==> src/rtl/reg16_bus_pkg.sv <==
// reg16_bus_pkg: shared types and strobe constants for the
// 16-bit latch-pair bus controller.
package reg16_bus_pkg;

    typedef enum logic [3:0] {
        IDLE,
        WLO_SET,
        WLO_STB,
        WHI_SET,
        WHI_STB,
        RLO,
        RHI,
        TURN,
        RSP
    } state_t;

    localparam logic N_OE_OFF = 1'b1;
    localparam logic CLK_IDLE = 1'b0;

    function automatic int max2(input int a, input int b);
        return (a > b) ? a : b;
    endfunction

endpackage

==> src/rtl/bus_wait_cnt.sv <==
// bus_wait_cnt: loadable down-counter that flags the last
// cycle of a settle or turnaround wait.
module bus_wait_cnt #(
    parameter int W = 2
) (
    input  logic         clk,
    input  logic         rst,
    input  logic         load,
    input  logic [W-1:0] value,
    input  logic         en,
    output logic         done
);
    logic [W-1:0] cnt;

    // load wins over counting; hold at zero once expired
    always_ff @(posedge clk) begin
        if (rst) begin
            cnt <= '0;
        end else if (load) begin
            cnt <= value;
        end else if (en && (cnt != '0)) begin
            cnt <= cnt - W'(1);
        end
    end

    assign done = en && (cnt == '0);

endmodule

==> src/rtl/reg16_bus_ctrl.sv <==
// reg16_bus_ctrl: turns 16-bit read/write requests into the strobe
// sequence for two 8-bit tristate latches on a shared bus.
module reg16_bus_ctrl
    import reg16_bus_pkg::*;
#(
    parameter int SETTLE     = 1,
    parameter int TURNAROUND = 1
) (
    input  logic        CLK,
    input  logic        RST,
    input  logic        REQ_VALID,
    output logic        REQ_READY,
    input  logic        REQ_WRITE,
    input  logic [15:0] REQ_DATA,
    output logic        RSP_VALID,
    input  logic        RSP_READY,
    output logic [15:0] RSP_DATA,
    output logic [7:0]  BUS_OUT,
    output logic        BUS_OE,
    input  logic [7:0]  BUS_IN,
    output logic        LATCH_CLK1,
    output logic        LATCH_CLK2,
    output logic        LATCH_N_OE1,
    output logic        LATCH_N_OE2
);
    localparam int CW = $clog2(max2(SETTLE, TURNAROUND)) + 1;
    localparam logic [CW-1:0] SET_V  = CW'(SETTLE);
    localparam logic [CW-1:0] TURN_V = CW'(TURNAROUND - 1);

    state_t        state;
    state_t        state_nx;
    logic          turn_rhi;
    logic          turn_rhi_nx;
    logic [15:0]   data_q;
    logic          accept;
    logic          cnt_load;
    logic          cnt_en;
    logic          cnt_done;
    logic [CW-1:0] cnt_val;
    logic          oe_nx;
    logic          clk1_nx;
    logic          clk2_nx;
    logic          noe1_nx;
    logic          noe2_nx;
    logic          valid_nx;
    logic [7:0]    out_nx;

    assign REQ_READY = (state == IDLE) && !RST;
    assign accept    = REQ_VALID && REQ_READY;

    bus_wait_cnt #(.W(CW)) u_wait (
        .clk   (CLK),
        .rst   (RST),
        .load  (cnt_load),
        .value (cnt_val),
        .en    (cnt_en),
        .done  (cnt_done)
    );

    // state, turnaround return flag and captured write data
    always_ff @(posedge CLK) begin
        if (RST) begin
            state    <= IDLE;
            turn_rhi <= 1'b0;
            data_q   <= '0;
        end else begin
            state    <= state_nx;
            turn_rhi <= turn_rhi_nx;
            if (accept) begin
                data_q <= REQ_DATA;
            end
        end
    end

    // next state, wait counter control and next output values
    always_comb begin
        state_nx    = state;
        turn_rhi_nx = turn_rhi;
        cnt_load    = 1'b0;
        cnt_val     = '0;
        cnt_en      = 1'b0;
        oe_nx       = 1'b0;
        out_nx      = BUS_OUT;
        clk1_nx     = CLK_IDLE;
        clk2_nx     = CLK_IDLE;
        noe1_nx     = N_OE_OFF;
        noe2_nx     = N_OE_OFF;
        valid_nx    = 1'b0;
        unique case (state)
            IDLE: begin
                if (accept) begin
                    if (REQ_WRITE) begin
                        state_nx = WLO_SET;
                    end else begin
                        state_nx = RLO;
                        cnt_load = 1'b1;
                        cnt_val  = SET_V;
                    end
                end
            end
            WLO_SET: begin
                oe_nx    = 1'b1;
                out_nx   = data_q[7:0];
                state_nx = WLO_STB;
            end
            WLO_STB: begin
                oe_nx    = 1'b1;
                out_nx   = data_q[7:0];
                clk1_nx  = 1'b1;
                state_nx = WHI_SET;
            end
            WHI_SET: begin
                oe_nx    = 1'b1;
                out_nx   = data_q[15:8];
                state_nx = WHI_STB;
            end
            WHI_STB: begin
                oe_nx       = 1'b1;
                out_nx      = data_q[15:8];
                clk2_nx     = 1'b1;
                state_nx    = TURN;
                cnt_load    = 1'b1;
                cnt_val     = TURN_V;
                turn_rhi_nx = 1'b0;
            end
            RLO: begin
                noe1_nx = 1'b0;
                cnt_en  = 1'b1;
                if (cnt_done) begin
                    state_nx    = TURN;
                    cnt_load    = 1'b1;
                    cnt_val     = TURN_V;
                    turn_rhi_nx = 1'b1;
                end
            end
            RHI: begin
                noe2_nx = 1'b0;
                cnt_en  = 1'b1;
                if (cnt_done) begin
                    state_nx    = TURN;
                    cnt_load    = 1'b1;
                    cnt_val     = TURN_V;
                    turn_rhi_nx = 1'b0;
                end
            end
            TURN: begin
                cnt_en = 1'b1;
                if (cnt_done) begin
                    if (turn_rhi) begin
                        state_nx = RHI;
                        cnt_load = 1'b1;
                        cnt_val  = SET_V;
                    end else begin
                        state_nx = RSP;
                    end
                end
            end
            RSP: begin
                valid_nx = !(RSP_VALID && RSP_READY);
                if (RSP_VALID && RSP_READY) begin
                    state_nx = IDLE;
                end
            end
            default: begin
                state_nx = IDLE;
            end
        endcase
    end

    // registered bus strobes; read bytes sampled on the last N_OE-low cycle
    always_ff @(posedge CLK) begin
        if (RST) begin
            BUS_OE      <= 1'b0;
            BUS_OUT     <= '0;
            LATCH_CLK1  <= CLK_IDLE;
            LATCH_CLK2  <= CLK_IDLE;
            LATCH_N_OE1 <= N_OE_OFF;
            LATCH_N_OE2 <= N_OE_OFF;
            RSP_VALID   <= 1'b0;
            RSP_DATA    <= '0;
        end else begin
            BUS_OE      <= oe_nx;
            BUS_OUT     <= out_nx;
            LATCH_CLK1  <= clk1_nx;
            LATCH_CLK2  <= clk2_nx;
            LATCH_N_OE1 <= noe1_nx;
            LATCH_N_OE2 <= noe2_nx;
            RSP_VALID   <= valid_nx;
            if (accept) begin
                RSP_DATA <= '0;
            end else if (!LATCH_N_OE1 && noe1_nx) begin
                RSP_DATA[7:0] <= BUS_IN;
            end else if (!LATCH_N_OE2 && noe2_nx) begin
                RSP_DATA[15:8] <= BUS_IN;
            end
        end
    end

endmodule

==> config.mk <==
export PLATFORM = sky130hd
export DESIGN_NAME = reg16_bus_ctrl
export DESIGN_NICKNAME = d
export VERILOG_FILES = /design/src/rtl/reg16_bus_pkg.sv /design/src/rtl/bus_wait_cnt.sv /design/src/rtl/reg16_bus_ctrl.sv
export SDC_FILE = /design/constraint.sdc
export NUM_CORES = 1
export LEC_CHECK = 0
export CORE_MARGIN = 5
export CORE_UTILIZATION = 48
export CTS_CLUSTER_DIAMETER = 30
export DETAILED_ROUTE_END_ITERATION = 16
export GPL_ROUTABILITY_DRIVEN = 1
export PLACE_DENSITY = 0.89
export SYNTH_ARGS = -nofsm -noshare
export SYNTH_HDL_FRONTEND = slang
export SYNTH_HIERARCHICAL = 1
export SYNTH_SLANG_ARGS = --single-unit
==> constraint.sdc <==
create_clock -name CLK -period 1.9 [get_ports CLK]
set_input_delay 0.285 -clock CLK [delete_from_list [all_inputs] [get_ports CLK]]
set_output_delay 0.285 -clock CLK [all_outputs]
set_load 0.1 [all_outputs]
==> results list <==
* Iteration-0 DRC Markers: approximately 150
- Synthesis-stage register bit count: between 50 and 60
- In the routed layout, each cell is associated on average with a via count of roughly 5.5.
* Worst Setup Start Kind: flip-flop
- After Yosys synthesis, full adders, half adders and majority gates account for 0% of the synthesized area.
- Worst slew margin relative to its limit: ~58%
- Post-Synth XOR/XNOR Area: 0%
* Routed wirelength normalized by instance count: 14.4 um
- CTS Buffer Depth: 2
- Max stage delay on crit path: 0.45 ns
- RSZ-0062 raised after global routing: false
- Synthesis instantiated 38 different standard cells from the library.
- Clock share of power: 15.9%
* Final Slew Violations: 0
- Syn Nets: 280
* Largest fanout of any net on the critical path: 5
- Once the floorplan was initialized, standard cells occupied 50.4% of the core.
* Count of hold buffers inserted by post-cts repair: 0
- Grt met2 use: between 20% and 30%
- On the final layout, the worst clock skew is 0.00452 ns.
- In this run switching power makes up 44.0% of total power.
- Across the run, the number of max-cap violations was 0.
- Leakage power figure: roughly 1.1 nW
* CTS tree: built
* Actual slew at the worst max-slew pin: roughly 0.63 ns
* Aggregate routed wire length: 5370 um
- Fraction of the core area covered by cells at the end of the flow: 68.8%
- Share of async-settable or async-resettable flops after synthesis: 0%
- H-tree depth: 2
* Reg power frac: around 34%
- Die X: 78.1 um
- Timing analysis after detailed placement gives a worst setup slack of 0.0932 ns.
- For this run, design rule violations remaining after detail routing come to 0.
* Compound-cell area share of the yosys netlist: between 20% and 30%
- The number of antenna diodes in the final layout is 0.
* Critical path start-end classification: reg2out
- The worst path meets setup with between 0.06 and 0.07 ns of slack.
- Relative to the synthesized area, the layout overhead comes to 36.6%.
* # port buffers: about 60
- Slowest cell on the critical path: sky130_fd_sc_hd__or4_4
- The clock reaches the later pin of the worst-skew pair after 0.30 ns.
- Met1 track demand over resource: 23.2%
- Global routing consumed, on the met3 layer, 5.61% of the routing resources.
- Final Hold Fails: 0
* Cells traversed along the worst timing path: buf_4 > or4_4 > nor2_4 > buf_12
* Top-level I/O count: 60
* Grt total ovfl: 0
* Antenna-violating nets left: 0
- Number of vias after detailed routing: 2051
* Simple-Gate Fraction of Synth Area: between 20% and 30%
- For this run, the register share of the synthesized area comes to 46.8%.
- Final net count: 349
* Switching power summed over all nets: 1.77 mW
- Clock-pin slew was measured on the worst setup and hold paths at 0.09 ns.
- The first TritonRoute pass finished after 4 iterations.
* Root Driver: sky130_fd_sc_hd__clkbuf_8
- The tightest min-delay check is of the reg2reg type.
- Clock period minus worst slack: 1.83 ns
* Sink count of the clock tree: 52
- After clock tree synthesis, the setup repair step added 0 buffers.
* Part of the cycle the worst path needs: between 90% and 100%
- Die Footprint: between 6000 and 7000 sq um
* Critical path capture point type: output port
* Num CTS Buffers: 5
- Count of flip-flops with a built-in enable after synthesis: 0
- Arrival time of data at the critical path endpoint: between 1.5 and 2 ns
* Global-route wire length before repair: 9000 um
- From bottom edge to top edge, the die measures 78.1 um.
- Counting every instance in the synthesized netlist gives roughly 250.
* Main combinational cell family by area after synthesis: simple AND/OR/NAND/NOR gates
- The HPWL after detailed placement is 3920 um.
* Cell Pwr Density: 1330 nW/um^2
- Among all flip-flop cells after synthesis, the most frequent one is sky130_fd_sc_hd__dfxtp_1.
* Initial antenna violation count: 0
- Global routing consumed, over all layers together, 17.9% of the routing resources.
* Syn_area_per_cell: ~9 sq um
- At the worst endpoint, the required time is 1.62 ns.
- The congestion estimate from routability-driven global placement came to 0.862.
* Warning count from the yosys run: 6
* Worst IR drop on VDD: 0.813 mV
- Post-synthesis mux area share: 7.65%
* Outcome: finished, final reports clean
- Area of the mapped netlist: ~2200 sq um
- Largest net degree at the start of global routing: 21
- The layer flagged by global routing as most heavily used is met2.
- Number of global-route vias before repair: between 1.5k and 2k
- Timing would allow up to 545 MHz.
- On the critical path the largest part of the delay comes from simple AND/OR/NAND/NOR gates.
- Buf+Inv Stages, Crit Path: 2
- Std cell rows: 24
* Placeable Area: 4410 sq um
- Final setup violation count: 0
- Of the cells placed in the final design, the portion with a size suffix greater than 1 is 24.0%.
- Share of power burned in combinational logic: 50.6%
* P_int: between 2 and 2.5 mW
## cells in the final DEF (no fill, tap or decap), types with 2 or more instances in the layout
master,count
sky130_fd_sc_hd__dfxtp_1,48
sky130_fd_sc_hd__nor2_1,24
sky130_fd_sc_hd__nand2b_1,4
sky130_fd_sc_hd__o32ai_1,2
sky130_fd_sc_hd__nor4_1,2
sky130_fd_sc_hd__nand2_1,39
sky130_fd_sc_hd__nand3_1,11
sky130_fd_sc_hd__o211ai_1,10
sky130_fd_sc_hd__o21a_1,2
sky130_fd_sc_hd__a211oi_2,8
sky130_fd_sc_hd__o21ai_0,3
sky130_fd_sc_hd__clkdlybuf4s50_1,28
sky130_fd_sc_hd__buf_4,45
sky130_fd_sc_hd__a21oi_1,29
sky130_fd_sc_hd__mux2i_1,17
sky130_fd_sc_hd__or3_1,2
sky130_fd_sc_hd__o21bai_1,2
sky130_fd_sc_hd__clkbuf_8,6
sky130_fd_sc_hd__dfxtp_2,4
sky130_fd_sc_hd__a21o_1,3
sky130_fd_sc_hd__nand3b_1,2
sky130_fd_sc_hd__nor2b_1,3
sky130_fd_sc_hd__buf_12,5
## final cells by class
| class | instances | area [sq um] |
|---|---|---|
| inverters | 2 | 7.51 |
| clock buffers | 7 | 86.3 |
| multi-input cells | 181 | 1110 |
| fillers | 351 | 1380 |
| flip-flops and latches | 52 | 1050 |
| repair buffers | 78 | 718 |
| well taps | 52 | 65.1 |
| clock inverters | 1 | 7.51 |
## path summary, 6_finish.rpt
check | start | to | slack (ns) | cells past startpoint
worst max-delay path | state[3] | REQ_READY | 0.07 | 4
worst min-delay path | data_q[14] | data_q[14] | 0.46 | 2
worst max register to register | state[3] | u_wait/cnt | 0.20 | 8
worst min register to register | data_q[14] | data_q[14] | 0.46 | 2
## routing by layer
layer  up-vias  wire [um]  share of wire, %
met1       961       2340                44
met2        62       2550                47
li1       1020          -                 -
met4         0         90               1.7
met5         -          0                 0
met3         8        392               7.3
## per-stage QoR
step	setup TNS, ns	instances	instance area, sq um	total power, mW	hold WS (ns)
2_1_floorplan	-0.105	251	2230	2.81	0.354
3_3_place_gp	0	365	2930	3.33	0.443
3_5_place_dp	0	365	2930	3.37	0.446
4_1_cts	0	373	3030	4.04	0.459
5_1_grt	0	373	3040	4.24	0.478
6_report	0	373	3040	4.03	0.458
## registers in the layout, summed over array words and instances (netlist names)
name         cells
u_wait/cnt       1
data_q          16
LATCH_CLK2       1
LATCH_N_OE1      1
RSP_VALID        1
LATCH_CLK1       1
BUS_OUT          8
RSP_DATA        16
LATCH_N_OE2      1
BUS_OE           1
turn_rhi         1
state            4
## logic make-up after synthesis
kind of cell / after synthesis
buf+inv: 18
compound gates: 64
simple gates: 100
flops: 52
mux: 17
## cell usage after synthesis, drive strengths merged, types with 3 or more instances
cell type,instances,area share (%)
a21o,3,1.0
o211ai,10,3.4
nand3,11,2.5
mux2i,17,7.7
nor2,26,4.4
buf,7,2.1
nand2,39,6.6
a211oi,8,4.5
nand2b,4,1.1
a21oi,31,7.7
nor2b,3,0.84
clkbuf,9,1.5
o21ai,3,0.68
dfxtp,52,47
## power by group through the flow
stage / combinational [mW] / clock, mW / sequential [mW]
6_report: 2.04 / 0.641 / 1.35
5_1_grt: 2.16 / 0.709 / 1.37
4_1_cts: 2.04 / 0.663 / 1.34
3_5_place_dp: 2.01 / 0 / 1.36
3_3_place_gp: 1.97 / 0 / 1.35
2_1_floorplan: 0.922 / 0 / 1.89
## what timing repair did
action	4_1_cts	5_1_grt
pin swaps	1	1
gates resized for setup	2	4
endpoints found under the setup margin	1	3
## worst register-to-register path: stages, from the launching register on
cell and delay [ns]:
sky130_fd_sc_hd__dfxtp_1 0.35, sky130_fd_sc_hd__nand2b_1 0.18, sky130_fd_sc_hd__nor2_1 0.07, sky130_fd_sc_hd__nor2b_1 0.16, sky130_fd_sc_hd__buf_4 0.15, sky130_fd_sc_hd__a21oi_1 0.12, sky130_fd_sc_hd__o21bai_1 0.10, sky130_fd_sc_hd__or3b_1 0.37
sky130_fd_sc_hd__a21oi_1 0.15
Power figures use the tool's default switching activity.
